File: config.mk
export PLATFORM = sky130hd
export DESIGN_NAME = etapa_if
export DESIGN_NICKNAME = d
export VERILOG_FILES = /design/src/rtl/etapa_if.sv
export SDC_FILE = /design/constraint.sdc
export NUM_CORES = 1
export LEC_CHECK = 0
export ABC_AREA = 0
export CORE_MARGIN = 5
export CORE_UTILIZATION = 30
export DETAILED_ROUTE_END_ITERATION = 12
export HOLD_SLACK_MARGIN = 0.02
export PLACE_DENSITY = 0.51
export SLEW_MARGIN = 15
export SYNTH_ARGS = -nofsm -noshare
export SYNTH_HDL_FRONTEND = slang
export SYNTH_SLANG_ARGS = --single-unit
File: constraint.sdc
create_clock -name clk -period 2.6 [get_ports clk]
set_input_delay 0.52 -clock clk [delete_from_list [all_inputs] [get_ports clk]]
set_output_delay 0.52 -clock clk [all_outputs]
set_load 0.01 [all_outputs]
File: src/rtl/etapa_if.sv
// Instruction-fetch stage: next-PC selection, req/ack fetch handshake with a one-word skid, IF/ID register.
// Optional fetch/flush performance counters are compiled in with ETAPA_IF_PERF_EN.
module etapa_if #(
   parameter logic [31:0] RESET_PC = 32'h0000_0000
) (
   input  logic        clk,
   input  logic        rst_n,
   input  logic        MEM_RD_I,
   input  logic [1:0]  SEL_DIR,
   input  logic        resetIF,
   input  logic        stall,
   input  logic [31:0] jr_addr,
   output logic        imem_req,
   output logic [31:0] imem_addr,
   input  logic        imem_ack,
   input  logic [31:0] imem_data,
   output logic [31:0] instr,
   output logic [31:0] pc4_out,
   output logic        instr_valid,
   output logic [5:0]  opcode,
`ifdef ETAPA_IF_PERF_EN
   output logic [31:0] fetch_cnt,
   output logic [31:0] flush_cnt,
`endif
   output logic [5:0]  funct
);

   typedef enum logic [1:0] {
      IDLE = 2'd0,
      REQ  = 2'd1,
      HOLD = 2'd2
   } state_t;

   state_t      state_q, state_d;
   logic [31:0] pc_q, pc_d;
   logic [31:0] addr_q, addr_d;
   logic        req_q, req_d;
   logic        drop_q, drop_d;
   logic [31:0] skid_q, skid_d;
   logic [31:0] instr_q, instr_d;
   logic [31:0] pc4_q, pc4_d;
   logic        valid_q, valid_d;

   logic        redirect;
   logic [31:0] target;
   logic        load;
   logic [31:0] load_word;
   state_t      resume_state;

   assign redirect     = (SEL_DIR == 2'b01 || SEL_DIR == 2'b10) && valid_q && !stall;
   assign target       = (SEL_DIR == 2'b01) ? {pc4_q[31:28], instr_q[25:0], 2'b00} : jr_addr;
   assign resume_state = MEM_RD_I ? REQ : IDLE;

   always_comb begin
      // NOTE: every signal assigned here gets a default first, so no path can leave a latch behind.
      state_d   = state_q;
      pc_d      = pc_q;
      drop_d    = drop_q;
      skid_d    = skid_q;
      instr_d   = instr_q;
      pc4_d     = pc4_q;
      valid_d   = valid_q;
      load      = 1'b0;
      load_word = skid_q;

      unique case (state_q)
         IDLE: state_d = resume_state;
         REQ: begin
            if (imem_ack) begin
               if (drop_q) begin
                  drop_d  = 1'b0;
                  state_d = resume_state;
               end else if (redirect) begin
                  state_d = resume_state;
               end else if (stall) begin
                  skid_d  = imem_data;
                  state_d = HOLD;
               end else begin
                  load      = 1'b1;
                  load_word = imem_data;
                  state_d   = resume_state;
               end
            end else if (redirect) begin
               drop_d = 1'b1;
            end
         end
         HOLD: begin
            if (redirect) begin
               state_d = IDLE;
            end else if (!stall) begin
               load    = 1'b1;
               state_d = resume_state;
            end
         end
         default: state_d = IDLE;
      endcase

      if (redirect) begin
         pc_d = target;
      end else if (load) begin
         pc_d = pc_q + 32'd4;
      end

      // A flush wins over both a stall and a word arriving on the same edge.
      if (resetIF) begin
         instr_d = 32'h0;
         pc4_d   = 32'h0;
         valid_d = 1'b0;
      end else if (load) begin
         instr_d = load_word;
         pc4_d   = pc_q + 32'd4;
         valid_d = 1'b1;
      end

      // An un-acked request keeps its address even when the PC is redirected underneath it.
      addr_d = (state_q == REQ && !imem_ack) ? addr_q : pc_d;
      req_d  = (state_d == REQ);
   end

   always_ff @(posedge clk or negedge rst_n) begin
      if (!rst_n) begin
         state_q <= IDLE;
         pc_q    <= RESET_PC;
         addr_q  <= RESET_PC;
         req_q   <= 1'b0;
         drop_q  <= 1'b0;
         // NOTE: the skid word is reset too, so a HOLD entered after reset never exposes X.
         skid_q  <= 32'h0;
         instr_q <= 32'h0;
         pc4_q   <= 32'h0;
         valid_q <= 1'b0;
      end else begin
         // NOTE: non-blocking assignments so every flop samples pre-edge values.
         state_q <= state_d;
         pc_q    <= pc_d;
         addr_q  <= addr_d;
         req_q   <= req_d;
         drop_q  <= drop_d;
         skid_q  <= skid_d;
         instr_q <= instr_d;
         pc4_q   <= pc4_d;
         valid_q <= valid_d;
      end
   end

   assign imem_req    = req_q;
   assign imem_addr   = addr_q;
   assign instr       = instr_q;
   assign pc4_out     = pc4_q;
   assign instr_valid = valid_q;
   assign opcode      = instr_q[31:26];
   assign funct       = instr_q[5:0];

`ifdef ETAPA_IF_PERF_EN
   logic [31:0] fetch_cnt_q, fetch_cnt_d;
   logic [31:0] flush_cnt_q, flush_cnt_d;

   always_comb begin
      fetch_cnt_d = fetch_cnt_q + {31'h0, (load && !resetIF)};
      flush_cnt_d = flush_cnt_q + {31'h0, (resetIF || redirect)};
   end

   always_ff @(posedge clk or negedge rst_n) begin
      if (!rst_n) begin
         fetch_cnt_q <= 32'h0;
         flush_cnt_q <= 32'h0;
      end else begin
         fetch_cnt_q <= fetch_cnt_d;
         flush_cnt_q <= flush_cnt_d;
      end
   end

   assign fetch_cnt = fetch_cnt_q;
   assign flush_cnt = flush_cnt_q;
`endif

endmodule

==> impl_metrics.ini <==
[synthesis]
synth.cell_area_um2 = 8260
syn_nets = 869
synth_cells = 791
ys_seq_elements = 165
async_flop_share_pct = 100
yosysWarningCount = 0
yosys.cell_types.count = 50
synth_edf_count = 0
syn-mean-instance-area_um2 = 10.4
ys_seq_area_share_pct = 50.0
synthFlopType = dfrtp_1

[global_routing]
grt_pass1_vias = 6687
antenna_found_initial = 1
grt_pass1_wl_mm = 40.9
grt_max_degree = 122
grtUsageTotal_pct = 17.0
overflow = 0

[drt]
viasPerCell = 4.86
antenna_left = 0
drc = 0
dr.pass1.iters = 5
initialDrtViolationCount = 417
via_count = 6527
wl_per_cell_um = 19.5
routed_wl_mm = 26.1

[clocking]
cts_sinks = 165
clock_latency_ns = 0.42
clock_path_buffers = 2
numCtsBuffers = 17
ctsResizeCount = 0
cts_tree = built
root_buffer = clkbuf_16
htreeDepth = 4
path_clk_slew_ns = 0.07

[placed_design]
place_inst = 1310
place.gp.congestion = 0.829
placed_cell_area_um2 = 10900
port_buffers = 181
dp_hpwl_mm = 19.8

[worst_setup_path]
required_ns = 2.89
worstPathArrival_ns = 2.78
critPathKind = reg -> reg
worst-path-max-fanout = 17
crit_path_start_kind = flop
critPathSlowestCell = or4_4
cpPeakStageDelay_ns = 0.72
cp-end-kind = flop
cp_cell_sequence = ha_1, nand3_1, or4_4, nor4_1, xnor2_1, mux2i_1

[sta]
fin_skew_ns = 0.0103
tightest_slew_ns = 0.697
drv_slew = 0
relSlewSlack_pct = 53.6
hold_viol = 0
rsz0062_at_grt = no
finalCritPeriodShare_pct = 95.7
fmax_ghz = 0.402
period_minus_slack_ns = 2.49
finalSetupViolCount = 0

[final_layout]
final_core_util_pct = 42.6
design_area_um2 = 11500
layout.cells.non_filler = 1343
area_delta_synth_final_pct = 39.3
layout.nets = 1067
drive_above_1_share_pct = 17.1

[floorplanning]
core-area_um2 = 27000
io_pins = 182
die_y_um = 176
start_util_pct = 30.6
num_rows = 60
die_w_um = 176
die-area_um2 = 30900

[outcome]
status = complete, no violations

[power_and_ir_drop]
power_density_nw_per_um2 = 924
leakagePower_nw = 4.64
worst_ir_drop_vdd_mv = 0.419

[min_path]
hold_class = in -> async

[flow_run]
maxCapViolCount = 0
worst max-delay path: cells and delay by family (launching register included):
kind,cells,cell delay [ns]
mux,1,0.11
fa+ha+maj,1,0.27
xor+xnor,1,0.21
flops,1,0.45
simple gates,3,1.33
worst paths after layout:
path | to | depth (start not counted) | from | slack, ns
min reg2reg | pc_q[0] | 2 | pc_q[0] | 0.50
max | pc_q[24] | 6 | pc_q[2] | 0.11
max reg2reg | pc_q[24] | 6 | pc_q[2] | 0.11
min | skid_q[3] | 2 | rst_n | 0.43
min in group clk | pc_q[0] | 2 | pc_q[0] | 0.50
max in group asynchronous | instr[0] | 3 | rst_n | 1.32
kinds of logic after synthesis:
kind of cell,count (synthesis),share of synthesized area (%)
xor+xnor,53,5.62
simple gates,226,13.3
buf+inv,79,4.47
compound gates,159,12.5
fa+ha+maj,6,0.909
mux,103,13.3
flops,165,50.0
where the power goes:
group,switching (W),internal [W],leakage [nW]
combinational,0.00178,0.00203,2.21
sequential,0.000721,0.00340,2.13
clock,0.00104,0.00166,0.305
total,0.00354,0.00709,4.64
through the flow:
step	setup slack, ns	hold slack [ns]	setup TNS (ns)	total power, W
6_report	0.112	0.433	0	0.0106
3_3_place_gp	-0.165	0.306	-1.33	0.00799
4_1_cts	0.109	0.407	0	0.0108
5_1_grt	0.0270	0.430	0	0.0113
2_1_floorplan	0.333	0.224	0	0.00601
3_5_place_dp	-0.197	0.308	-1.96	0.00803
placed cells by master (no fill, tap or decap), drive strengths merged, types with 3 or more instances in the layout:
cell           Yosys  routed
clkdlybuf4s50      0     179
dfrtp            165     165
nor2             107     107
buf               29      72
a211oi            63      63
mux2i             52      52
mux2              51      51
a21oi             37      37
nand2             33      33
o21ai             32      32
xnor2             29      29
xor2              24      24
nand4             19      19
clkbuf            44      19
nand3             15      15
nor3              14      14
o22ai             12      12
nor2b              7       7
inv                6       7
nor4               6       6
and3               6       6
ha                 6       6
a221oi             5       5
clkinv             0       5
or3                4       4
bufinv             0       4
nand2b             3       3
cell type report:
| class | count | area, um2 |
|---|---|---|
| repair buffers | 252 | 2510 |
| flip-flops and latches | 165 | 4130 |
| inverters | 6 | 22.5 |
| fillers | 2646 | 15500 |
| clock inverters | 12 | 176 |
| clock buffers | 19 | 453 |
| diodes | 1 | 2.50 |
| well taps | 341 | 427 |
| multi-input cells | 547 | 3790 |
routing by layer:
| metal | GRT usage, % | vias up | wire (um) |
|---|---|---|---|
| met5 | 0 | - | 0 |
| met4 | 5.20 | 0 | 476 |
| met3 | 4.00 | 19 | 1330 |
| met2 | 26.9 | 161 | 12200 |
| met1 | 23.4 | 3125 | 12100 |
| li1 | - | 3222 | - |
synth_stat cells, types with 3 or more instances:
master    count  share of area (%)
a211oi_1     63                5.7
a21oi_1      37                2.2
a221oi_1      4               0.42
and3_1        6               0.45
buf_1        10               0.45
buf_2         4               0.24
buf_4        13                1.2
clkbuf_1     44                2.0
dfrtp_1     165                 50
ha_1          6               0.91
inv_1         6               0.27
mux2_2       51                7.0
mux2i_1      52                6.3
nand2_1      33                1.5
nand2b_1      3               0.23
nand3_1      15               0.91
nand4_1      18                1.4
nor2_1      107                4.9
nor2b_1       7               0.53
nor3_1        8               0.48
nor3_2        5               0.61
nor4_1        6               0.45
o21ai_0      28                1.7
o21ai_1       4               0.24
o22ai_1      12               0.91
or3_1         4               0.30
xnor2_1      29                3.1
xor2_1       24                2.5
registers in the layout (all words and copies together) (netlist names):
signal / count
pc_q: 32
pc4_out: 32
skid_q: 32
imem_req: 1
state_q: 2
instr: 32
drop_q: 1
instr_valid: 1
imem_addr: 32
timing repair:
item,4_1_cts,5_1_grt
hold endpoints to repair,2,0
buffers inserted,0,0
hold buffers,1,0
Note: power is estimated with default switching activity, not from simulation.
